**src/rtl/mem_port_arbiter.sv**
```systemverilog
// Shares one single-port data memory between instruction fetch and load/store.
// Data wins ties; a streak counter forces a fetch grant after STARVE_LIMIT data grants.
module mem_port_arbiter #(
  parameter int STARVE_LIMIT = 4
) (
  input  logic        clk,
  input  logic        rst,
  input  logic        if_req,
  input  logic [63:0] if_addr,
  output logic        if_rvalid,
  output logic [31:0] if_rdata,
  input  logic        dm_req,
  input  logic        dm_we,
  input  logic [2:0]  dm_funct3,
  input  logic [63:0] dm_addr,
  input  logic [63:0] dm_wdata,
  output logic        dm_rvalid,
  output logic [63:0] dm_rdata,
  output logic        mem_req,
  output logic        mem_we,
  output logic [2:0]  mem_funct3,
  output logic [63:0] mem_addr,
  output logic [63:0] mem_wdata,
  input  logic        mem_ready,
  input  logic [63:0] mem_rdata,
  output logic        busy
);

  localparam int SW = $clog2(STARVE_LIMIT + 1);
  localparam logic [SW-1:0] LIMIT = SW'(STARVE_LIMIT);

  typedef enum logic [1:0] {IDLE, BUSY, RESP} state_t;

  state_t        state;
  logic [SW-1:0] streak;
  logic          owner_dm;
  logic          grant_dm;

  // Data wins unless fetch is waiting and the data streak has hit the limit.
  assign grant_dm = dm_req && (!if_req || (streak < LIMIT));

  always_ff @(posedge clk or posedge rst) begin
    if (rst) begin
      state      <= IDLE;
      streak     <= '0;
      owner_dm   <= 1'b0;
      mem_req    <= 1'b0;
      mem_we     <= 1'b0;
      mem_funct3 <= 3'b000;
      mem_addr   <= 64'h0;
      mem_wdata  <= 64'h0;
      if_rvalid  <= 1'b0;
      if_rdata   <= 32'h0;
      dm_rvalid  <= 1'b0;
      dm_rdata   <= 64'h0;
      busy       <= 1'b0;
    end else begin
      if_rvalid <= 1'b0;
      dm_rvalid <= 1'b0;
      case (state)
        IDLE: begin
          if (if_req || dm_req) begin
            state   <= BUSY;
            busy    <= 1'b1;
            mem_req <= 1'b1;
            if (grant_dm) begin
              owner_dm   <= 1'b1;
              mem_we     <= dm_we;
              mem_funct3 <= dm_funct3;
              mem_addr   <= dm_addr;
              mem_wdata  <= dm_wdata;
              if (if_req && (streak != LIMIT)) begin
                streak <= streak + SW'(1);
              end
            end else begin
              // Fetches are always 32-bit unsigned reads (lwu).
              owner_dm   <= 1'b0;
              mem_we     <= 1'b0;
              mem_funct3 <= 3'b110;
              mem_addr   <= if_addr;
              mem_wdata  <= 64'h0;
              streak     <= '0;
            end
          end
        end
        BUSY: begin
          if (mem_ready) begin
            state   <= RESP;
            mem_req <= 1'b0;
            if (owner_dm) begin
              dm_rvalid <= 1'b1;
              dm_rdata  <= mem_we ? 64'h0 : mem_rdata;
            end else begin
              if_rvalid <= 1'b1;
              if_rdata  <= mem_rdata[31:0];
            end
          end
        end
        RESP: begin
          state <= IDLE;
          busy  <= 1'b0;
        end
        default: begin
          state   <= IDLE;
          busy    <= 1'b0;
          mem_req <= 1'b0;
        end
      endcase
    end
  end

endmodule

```
**config.mk**
```make
export PLATFORM = sky130hd
export DESIGN_NAME = mem_port_arbiter
export DESIGN_NICKNAME = d
export VERILOG_FILES = /design/src/rtl/mem_port_arbiter.sv
export SDC_FILE = /design/constraint.sdc
export NUM_CORES = 1
export LEC_CHECK = 0
export ABC_CLOCK_PERIOD_IN_PS = 8100
export CORE_AREA = 2 2 191 193
export CTS_CLUSTER_DIAMETER = 80
export DETAILED_ROUTE_END_ITERATION = 12
export DIE_AREA = 0 0 193 195
export PLACE_DENSITY = 0.63
export RECOVER_POWER = 50
export REMOVE_ABC_BUFFERS = 1
export SLEW_MARGIN = 15
export SYNTH_ARGS = -nofsm -noshare
export SYNTH_HDL_FRONTEND = slang
export SYNTH_SLANG_ARGS = --single-unit
```
**constraint.sdc**
```tcl
create_clock -name clk -period 8.1 [get_ports clk]
set_clock_uncertainty 0.15 [all_clocks]
set_input_delay 0.81 -clock clk [delete_from_list [all_inputs] [get_ports clk]]
set_output_delay 0.81 -clock clk [all_outputs]
set_load 0.02 [all_outputs]
```
==> results of run 1 <==
[worst register-to-register path, cell delays in order (launching register included)]
cell,delay (ps)
dfrtp_1,460
and3b_1,260
nor2b_1,2400
mux2_2,540
[power by group through the flow]
stage          sequential (mW)  clock (mW)  combinational [mW]
6_report                  2.00        1.23                2.77
5_1_grt                   2.07        1.32                2.95
4_1_cts                   2.03        1.27                3.00
3_5_place_dp              2.03           0                2.99
3_3_place_gp              2.02           0                2.96
2_1_floorplan             2.68           0               0.819
[stage by stage]
step	power, mW	hold slack (ps)
global placement	4.98	310
global route	6.34	337
detailed placement	5.02	318
CTS	6.30	332
finish	5.99	320
floorplan	3.50	323
[logic make-up (layout without fill, tap and decap cells)]
kind of cell | Yosys count | after routing
AOI/OAI and AO/OA | 142 | 142
adders and majority gates | 2 | 2
buffers and inverters | 60 | 561
DFF | 238 | 238
muxes | 160 | 160
other | 0 | 1
and+or+nand+nor | 143 | 143
[layer usage]
layer,routed length [um],vias up,global-route usage (%)
li1,-,3580,-
met2,15300,310,27.3
met4,891,0,4.55
met5,0,-,0
met3,2920,55,4.55
met1,11800,3643,18.1
[area by class of cell]
type,count,area [um^2]
diodes,1,2.50
clock buffers,39,803
clock inverters,12,96.3
fillers,3311,19400
inverters,6,23.8
multi-input cells,447,3560
flip-flops and latches,238,5960
well taps,461,577
repair buffers,504,5020
[final timing paths]
kind,startpoint,to,slack (ps),cells past startpoint
setup / recovery,rst,mem_addr[63],3580,3
hold / removal,dm_rdata[57],dm_rdata[57],320,2
setup reg to reg,state[1],if_rdata[25],4180,3
hold reg to reg,dm_rdata[57],dm_rdata[57],320,2
max in group clk,mem_ready,if_rdata[25],3820,4
min in group asynchronous,rst,mem_wdata[45],1870,2
[sequential cells by signal, indices dropped and copies added (netlist names), 2 cells and up]
register and count:
mem_addr 64, mem_wdata 64, dm_rdata 64, if_rdata 32, streak 3, state 2
mem_funct3 3
[cells in the final DEF, fill, tap and decap left out, types with 4 or more instances in the layout]
master,Yosys,layout
clkdlybuf4s50_1,0,276
dfrtp_1,238,238
dlygate4sd3_1,0,220
mux2_2,95,95
nand2_1,70,70
o21ai_0,69,69
a22o_1,66,66
mux2_1,65,65
nand2b_1,65,65
clkbuf_16,0,29
clkbuf_1,26,8
clkinv_2,0,8
buf_4,7,6
inv_1,6,5
clkbuf_8,0,4
==> out/qor.csv, run 1 <==
metric;value;unit
status;finished, violations left;
failing checks;capacitance limit, slew limit;
setup repair bufs after CTS;0;
worst path required time;8470;ps
Final Hold Viols;0;
dpl ws;4380;ps
Yosys top cell area share;60.7;%
area leader, netlist;dfrtp_1;
CTS tree;yes;
EDFF count, synth;0;
Die ar.;37600;um^2
setup_tns;0;ps
Die W;193;um
Max Buffers Root-to-Sink;3;
Clock Latency Late Sink;530;ps
detailed placement HPWL;21.9;mm
mux share of post-synthesis cell area;18.4;%
Netlist Area Pre-Place;9810;um^2
unrepaired setup endpoints after global routing;no;
post-route cell area;16000;um^2
Max transition margin;-186;%
setup ws final;3580;ps
Mean Syn Cell Area;13.2;um^2
crit path DAT;4890;ps
Setup Viol. Count Final;0;
clk sinks;238;
Placed Cells;1656;
largest family of logic cells by synthesized area;multiplexers;
cell family with most CP delay;buffers and inverters;
cts bufs inserted;28;
area grow syn2layout;63.4;%
Synth Warn #;0;
crit start category;primary input;
maximum VDD drop;0.209;mV
total wire length;30.9;mm
# DRC;0;
part of the power in registers;33.3;%
post-cts gate resize count;0;
core footprint;35400;um^2
share of cells above drive strength 1;12.3;%
initial antenna violation count;3;
gpl congestion;0.784;
top_reg_cell synth;dfrtp_1;
largest net degree at the start of global routing;97;
top cells by count, synth;dfrtp_1, mux2_2, nand2_1;
Slew Limit Fails;272;
CP Cell Sequence;dlygate4sd3_1 > clkinvlp_2 > buf_4;
Adder-Cell Fraction of Synth Area;0.255;%
post-synthesis compound-gate area fraction;9.98;%
initial core utilization;27.7;%
Synth area leaders;dfrtp_1, mux2_2, mux2_1;
reported net switching power;2.22;mW
I/O pin count;497;
WL per Instance;18.1;um
post-route antenna net violation count;0;
Setup CP Type;in2async;
Bufs and invs on worst path;3;
slowest library cell on the worst path;clkinvlp_2;
CTS H-tree lvls;1;
Clk pwr share;20.5;%
Final nets;1492;
vias after detailed routing;7588;
Synth Area in Simple Gates;7.38;%
vias per inst;4.44;
combinational fraction of design power;46.2;%
clock root cell;clkbuf_16;
Post-Syn Instances;745;
DRT iter0 DRCs;245;
First-pass DRT Iterations;4;
die height;195;um
Power per Cell Area;374;nW/um^2
Post-DP Area;15200;um^2
# Max-Cap Violations;4;
CTS hold repair buffers;0;
Finished Layout Cells;1708;
Synth Register Bits;238;
final core utilization;45.3;%
GR Overflow Total;0;
Pleak;7.00;nW
FMAX;221;MHz
Internal Power;3.77;mW
Max FO, Critical Path;96;
Reg clk slew, reported paths;60;ps
count leader, synth;dfrtp_1;
endpoint type of the worst setup path;asynchronous set/reset pin;
number of global-route vias before repair;7631;
switching part of the total;37.1;%
Seq/Total Area, Yosys;60.7;%
first-pass GRT wire length;45.6;mm
xor and xnor area share after synthesis;0;%
Critical Path Max Stage Delay;2370;ps
minimum clock period;4520;ps
Hold/Removal Path Class;reg2reg;
port bufs;496;
Async SR Flop Fraction;100;%
post-synth cell types;26;
slew at the pin with the worst max-slew slack;4270;ps
GRT Util Overall;15.5;%
period utilization;55.8;%
FP Rows;69;
Power figures use the tool's default switching activity.
==> run 2: changes to the inputs <==
--- a/config.mk
+++ b/config.mk
@@ -5,11 +5,11 @@
 export SDC_FILE = /design/constraint.sdc
 export NUM_CORES = 1
 export LEC_CHECK = 0
-export ABC_CLOCK_PERIOD_IN_PS = 8100
-export CORE_AREA = 2 2 191 193
+export ABC_CLOCK_PERIOD_IN_PS = 3960
+export CORE_AREA = 2 2 195 197
 export CTS_CLUSTER_DIAMETER = 80
 export DETAILED_ROUTE_END_ITERATION = 12
-export DIE_AREA = 0 0 193 195
+export DIE_AREA = 0 0 197 199
 export PLACE_DENSITY = 0.63
 export RECOVER_POWER = 50
 export REMOVE_ABC_BUFFERS = 1
==> constraint.sdc (replaced) <==
create_clock -name clk -period 3.96 [get_ports clk]
set_clock_uncertainty 0.15 [all_clocks]
set_input_delay 0.396 -clock clk [delete_from_list [all_inputs] [get_ports clk]]
set_output_delay 0.396 -clock clk [all_outputs]
set_load 0.02 [all_outputs]
==> out/qor.csv, run 2 (same netlist as run 1, synthesis figures left out) <==
metric;value;unit;change
status;finished, violations left;;unchanged
failing checks;capacitance limit, slew limit;;unchanged
dpl ws;1410;ps;was 4380 ps
detailed placement HPWL;21.5;mm;was 21.9 mm
slowest library cell on the worst path;clkbuf_2;;was clkinvlp_2
crit path DAT;2840;ps;was 4890 ps
core footprint;37100;um^2;was 35,400 um^2
top flop regs;dm_rdata (64), mem_addr (64), mem_wdata (64);;unchanged
Worst Hold Launch;mem_rdata[46];;was dm_rdata[57]
die height;199;um;was 195 um
Internal Power;8.24;mW;was 3.77 mW
vias per inst;4.42;;was 4.44
Max Buffers Root-to-Sink;3;;unchanged
unrepaired setup endpoints after global routing;no;;unchanged
port bufs;496;;unchanged
area grow syn2layout;64.7;%;was 63.4%
Placed Cells;1672;;was 1,656
R2R cell count;4;;was 3
Clk pwr share;20.9;%;was 20.5%
Die ar.;39200;um^2;was 37,600 um^2
endpoint type of the worst setup path;flop;;was asynchronous set/reset pin
largest net degree at the start of global routing;103;;was 97
met2 wire length;14.6;mm;was 15.3 mm
cell family with most CP delay;buffers and inverters;;unchanged
Clock Latency Late Sink;540;ps;was 530 ps
Slew Limit Fails;167;;was 272
total wire length;30.6;mm;was 30.9 mm
CTS tree;yes;;unchanged
Reg clk slew, reported paths;70;ps;was 60 ps
setup_tns;0;ps;unchanged
Final nets;1495;;was 1,492
Setup CP Type;reg2reg;;was in2async
FMAX;389;MHz;
period utilization;64.9;%;
clk sinks;238;;unchanged
wire length on met1;12.1;mm;was 11.8 mm
combinational fraction of design power;46.9;%;was 46.2%
Max transition margin;-49.3;%;was -186%
Crit Reg-Reg Startpoint;state[0];;was state[1]
commonest cells after routing, fill and taps aside;clkdlybuf4s50_1, dfrtp_1, mux2_2;;was clkdlybuf4s50_1, dfrtp_1, dlygate4sd3_1
DRT iter0 DRCs;252;;was 245
Finished Layout Cells;1723;;was 1,708
switching part of the total;35.8;%;was 37.1%
post-cts gate resize count;0;;unchanged
Diodes inserted;0;;was 1
first-pass GRT wire length;45.6;mm;about the same
Die W;197;um;was 193 um
vias after detailed routing;7609;;was 7,588
cts bufs inserted;28;;unchanged
commonest non-fill, non-tap cell in the layout;clkdlybuf4s50_1;;unchanged
R2R setup slack;1390;ps;was 4180 ps
Setup Viol. Count Final;0;;unchanged
I/O pin count;497;;unchanged
reported net switching power;4.60;mW;was 2.22 mW
minimum clock period;2570;ps;
CP Cell Sequence;nor2_1 > o21ai_4 > clkbuf_2 > a22o_1;;was dlygate4sd3_1 > clkinvlp_2 > buf_4
share of cells above drive strength 1;12.4;%;was 12.3%
hold path endpoint;dm_rdata[46];;was dm_rdata[57]
Post-DP Area;15200;um^2;about the same
Pleak;6.78;nW;was 7.00 nW
gpl congestion;0.747;;was 0.784
Critical Path Max Stage Delay;800;ps;was 2370 ps
WL per Instance;17.7;um;was 18.1 um
CTS hold repair buffers;0;;unchanged
part of the power in registers;32.2;%;was 33.3%
post-route cell area;16200;um^2;was 16,000 um^2
post-route antenna net violation count;0;;unchanged
met3 wire length;3.10;mm;was 2.92 mm
initial antenna violation count;0;;was 3
clock root cell;clkbuf_16;;unchanged
FF-to-FF End;mem_wdata[28];;was if_rdata[25]
Filler cells;3472;;was 3,311
Final Hold Viols;0;;unchanged
Top Layer Used;met4;;unchanged
slew at the pin with the worst max-slew slack;2240;ps;was 4270 ps
Bufs and invs on worst path;1;;was 3
GRT Util Overall;14.8;%;was 15.5%
First-pass DRT Iterations;4;;unchanged
# DRC;0;;unchanged
Hold/Removal Path Class;in2reg;;was reg2reg
crit start category;flop;;was primary input
Hold Path Depth;3;;was 2
GR Overflow Total;0;;unchanged
Power per Cell Area;794;nW/um^2;was 374 nW/um^2
initial core utilization;26.4;%;was 27.7%
Max FO, Critical Path;70;;was 96
maximum VDD drop;0.534;mV;was 0.209 mV
setup repair bufs after CTS;0;;unchanged
FP Rows;71;;was 69
worst path required time;4230;ps;was 8470 ps
number of global-route vias before repair;7833;;was 7,631
# Max-Cap Violations;2;;was 4
CTS H-tree lvls;1;;unchanged
setup ws final;1390;ps;was 3580 ps
-- run 2: cell types whose count changed in the layout (fill, tap and decap cells not counted), moves of 2 or more --
cell and delta:
clkdlybuf4s50_1 +217, dlygate4sd3_1 -217, buf_12 +4, clkinvlp_4 +4, bufinv_16 +3, clkinv_2 -3
clkbuf_8 -2
-- run 2: area by class of cell --
class                      count  area, um^2  area share (%)
inverter                       6        26.3           0.163
multi-input combinational    447        3540            21.9
sequential                   238        5960            36.8
clock inverter                14         188            1.16
clock buffer                  37         776            4.80
timing repair buffer         507        5090            31.5
tap                          474         593            3.67
-- run 2: worst max-delay path by stage --
| stage | start | endpoint | cells past startpoint | slack, ps |
|---|---|---|---|---|
| after floorplan | rst | busy | 1 | -3120 |
| after global placement | dm_req | mem_addr[38] | 5 | 1470 |
| after detailed placement | dm_req | mem_addr[62] | 5 | 1410 |
| after CTS | mem_we | mem_we | 1 | 1770 |
| after global routing | rst | mem_wdata[57] | 3 | 1170 |
| final | state[0] | mem_wdata[28] | 4 | 1390 |
-- run 2: worst register-to-register path, stage by stage (launching register included) --
cell and delay [ps]:
dfrtp_1 440, nor2_1 360, o21ai_4 90, clkbuf_2 800, a22o_1 620
-- run 2: power groups by stage --
stage                     registers, mW  clock network (mW)  logic, mW
after floorplan                    5.47                   0       1.68
after global placement             4.14                   0       6.06
after detailed placement           4.17                   0       6.11
after CTS                          4.15                2.78       6.13
after global routing               4.28                2.89       6.43
final                              4.13                2.68       6.03
-- run 2: per-layer routing --
layer / GRT usage [%] / vias up
li1: - / 3581
met1: 17.4 / 3648
met2: 25.1 / 336
met3: 5.65 / 44
met4: 4.57 / 0
met5: 0 / -
-- run 2: through the flow --
step	power [mW]	util [%]	hold WS (ps)
floorplan	7.15	-	323
global placement	10.2	41.0	311
detailed placement	10.3	41.0	319
CTS	13.1	43.6	222
global route	13.6	43.5	248
finish	12.8	43.5	261
==> run 3: changes to the inputs <==
--- a/config.mk
+++ b/config.mk
@@ -5,11 +5,11 @@
 export SDC_FILE = /design/constraint.sdc
 export NUM_CORES = 1
 export LEC_CHECK = 0
-export ABC_CLOCK_PERIOD_IN_PS = 3960
-export CORE_AREA = 2 2 195 197
+export ABC_CLOCK_PERIOD_IN_PS = 2600
+export CORE_AREA = 2 2 191 193
 export CTS_CLUSTER_DIAMETER = 80
 export DETAILED_ROUTE_END_ITERATION = 12
-export DIE_AREA = 0 0 197 199
+export DIE_AREA = 0 0 193 195
 export PLACE_DENSITY = 0.63
 export RECOVER_POWER = 50
 export REMOVE_ABC_BUFFERS = 1
==> constraint.sdc (replaced) <==
create_clock -name clk -period 2.6 [get_ports clk]
set_clock_uncertainty 0.15 [all_clocks]
set_input_delay 0.26 -clock clk [delete_from_list [all_inputs] [get_ports clk]]
set_output_delay 0.26 -clock clk [all_outputs]
set_load 0.02 [all_outputs]
==> out/qor.csv, run 3 (same netlist as run 1, synthesis figures left out) <==
metric;value;unit;change
CTS H-tree lvls;1;;unchanged
area grow syn2layout;66.5;%;was 64.7%
DRT iter0 DRCs;239;;was 252
Die W;193;um;was 197 um
FP Rows;69;;was 71
Hold/Removal Path Class;in2reg;;unchanged
CTS hold repair buffers;0;;unchanged
slowest library cell on the worst path;clkbuf_4;;was clkbuf_2
Max Buffers Root-to-Sink;3;;unchanged
Max transition margin;-11.9;%;was -49.3%
clk sinks;238;;unchanged
Max FO, Critical Path;70;;unchanged
initial core utilization;27.7;%;was 26.4%
initial antenna violation count;4;;was 0
GR Overflow Total;0;;unchanged
port bufs;496;;unchanged
final core utilization;46.2;%;was 43.5%
total wire length;32.1;mm;was 30.6 mm
CTS tree;yes;;unchanged
Final Power;19.7;mW;was 12.8 mW
Pleak;6.88;nW;was 6.78 nW
largest net degree at the start of global routing;71;;was 103
commonest cells after routing, fill and taps aside;clkdlybuf4s50_1, dfrtp_1, mux2_2;;unchanged
Final Hold Viols;0;;unchanged
Clock Latency Late Sink;530;ps;was 540 ps
FMAX;467;MHz;was 389 MHz
# DRC;0;;unchanged
dpl ws;364;ps;was 1410 ps
worst path required time;2870;ps;was 4230 ps
Power per Cell Area;1210;nW/um^2;was 794 nW/um^2
post-route cell area;16300;um^2;was 16,200 um^2
share of cells above drive strength 1;13.2;%;was 12.4%
GRT Util Overall;16.3;%;was 14.8%
minimum clock period;2140;ps;was 2570 ps
I/O pin count;497;;unchanged
status;finished, violations left;;unchanged
endpoint type of the worst setup path;flop;;unchanged
failing checks;capacitance limit, slew limit;;unchanged
setup repair bufs after CTS;0;;unchanged
hold slack;123;ps;was 261 ps
unrepaired setup endpoints after global routing;no;;unchanged
WL per Instance;18.6;um;was 17.7 um
clock root cell;clkbuf_16;;unchanged
Placed Cells;1672;;unchanged
First-pass DRT Iterations;4;;unchanged
die height;195;um;was 199 um
core footprint;35400;um^2;was 37,100 um^2
Slew Limit Fails;61;;was 167
post-cts gate resize count;0;;unchanged
number of global-route vias before repair;7983;;was 7,833
Critical Path Max Stage Delay;470;ps;was 800 ps
vias after detailed routing;7635;;was 7,609
cts bufs inserted;30;;was 28
setup_tns;0;ps;unchanged
Setup Viol. Count Final;0;;unchanged
Final nets;1510;;was 1,495
first-pass GRT wire length;47.7;mm;was 45.6 mm
# Max-Cap Violations;1;;was 2
Die ar.;37600;um^2;was 39,200 um^2
Setup CP Type;reg2reg;;unchanged
detailed placement HPWL;23.4;mm;was 21.5 mm
slew at the pin with the worst max-slew slack;1680;ps;was 2240 ps
post-route antenna net violation count;0;;unchanged
crit path DAT;2410;ps;was 2840 ps
setup ws final;461;ps;was 1390 ps
period utilization;82.3;%;was 64.9%
vias per inst;4.42;;about the same
CP Cell Sequence;nor2_1 > o21ai_4 > clkbuf_4 > a22o_1;;was nor2_1 > o21ai_4 > clkbuf_2 > a22o_1
gpl congestion;0.788;;was 0.747
crit start category;flop;;unchanged
commonest non-fill, non-tap cell in the layout;clkdlybuf4s50_1;;unchanged
Finished Layout Cells;1726;;was 1,723
Post-DP Area;15400;um^2;was 15,200 um^2
Reg clk slew, reported paths;60;ps;was 70 ps
maximum VDD drop;0.648;mV;was 0.534 mV
top flop regs;dm_rdata (64), mem_addr (64), mem_wdata (64);;unchanged
## run 3: changes by cell type in the layout (fill, tap and decap cells not counted), moves of 2 or more
cell,before,now
buf_12,4,10
dlygate4sd3_1,3,1
bufinv_16,4,2
clkbuf_16,29,31
clkbuf_2,1,4
clkbuf_1,7,11
clkbuf_8,2,4
clkdlybuf4s50_1,493,495
clkinvlp_4,4,2
## run 3: critical path: cells and delay by family, from the launching register on
kind	cells	cell delay [ps]
simple gates	1	400
buf+inv	1	470
flops	1	450
compound gates	2	490
## run 3: worst paths after layout
path                          startpoint             to  slack, ps  cells after the start
max                             state[0]  mem_wdata[63]        460                      4
min reg2reg                 dm_rdata[13]   dm_rdata[13]        320                      2
max in group asynchronous            rst   dm_rdata[46]        640                      3
min in group asynchronous            rst  mem_wdata[45]        540                      2
max reg2reg                     state[0]  mem_wdata[63]        460                      4
min                        mem_rdata[45]   dm_rdata[45]        120                      3
## run 3: where the power goes
part | internal, mW | leakage [nW] | switching [mW]
logic | 4.73 | 3.46 | 4.57
registers | 5.40 | 2.94 | 0.911
clock network | 2.49 | 0.477 | 1.60
## run 3: area by class of cell
class                      count  area, um^2
antenna                        1        2.50
clock buffer                  43         861
clock inverter                10         110
fill                        3316       19100
inverter                       6        26.3
multi-input combinational    447        3560
sequential                   238        5960
tap                          461         577
timing repair buffer         520        5250
## run 3: layer usage
layer	vias up	routed length, um	global-route usage, %
met4	2	779	4.43
met3	59	3050	5.07
met5	-	13	0
met2	310	16100	29.0
li1	3596	-	-
met1	3668	12100	18.8
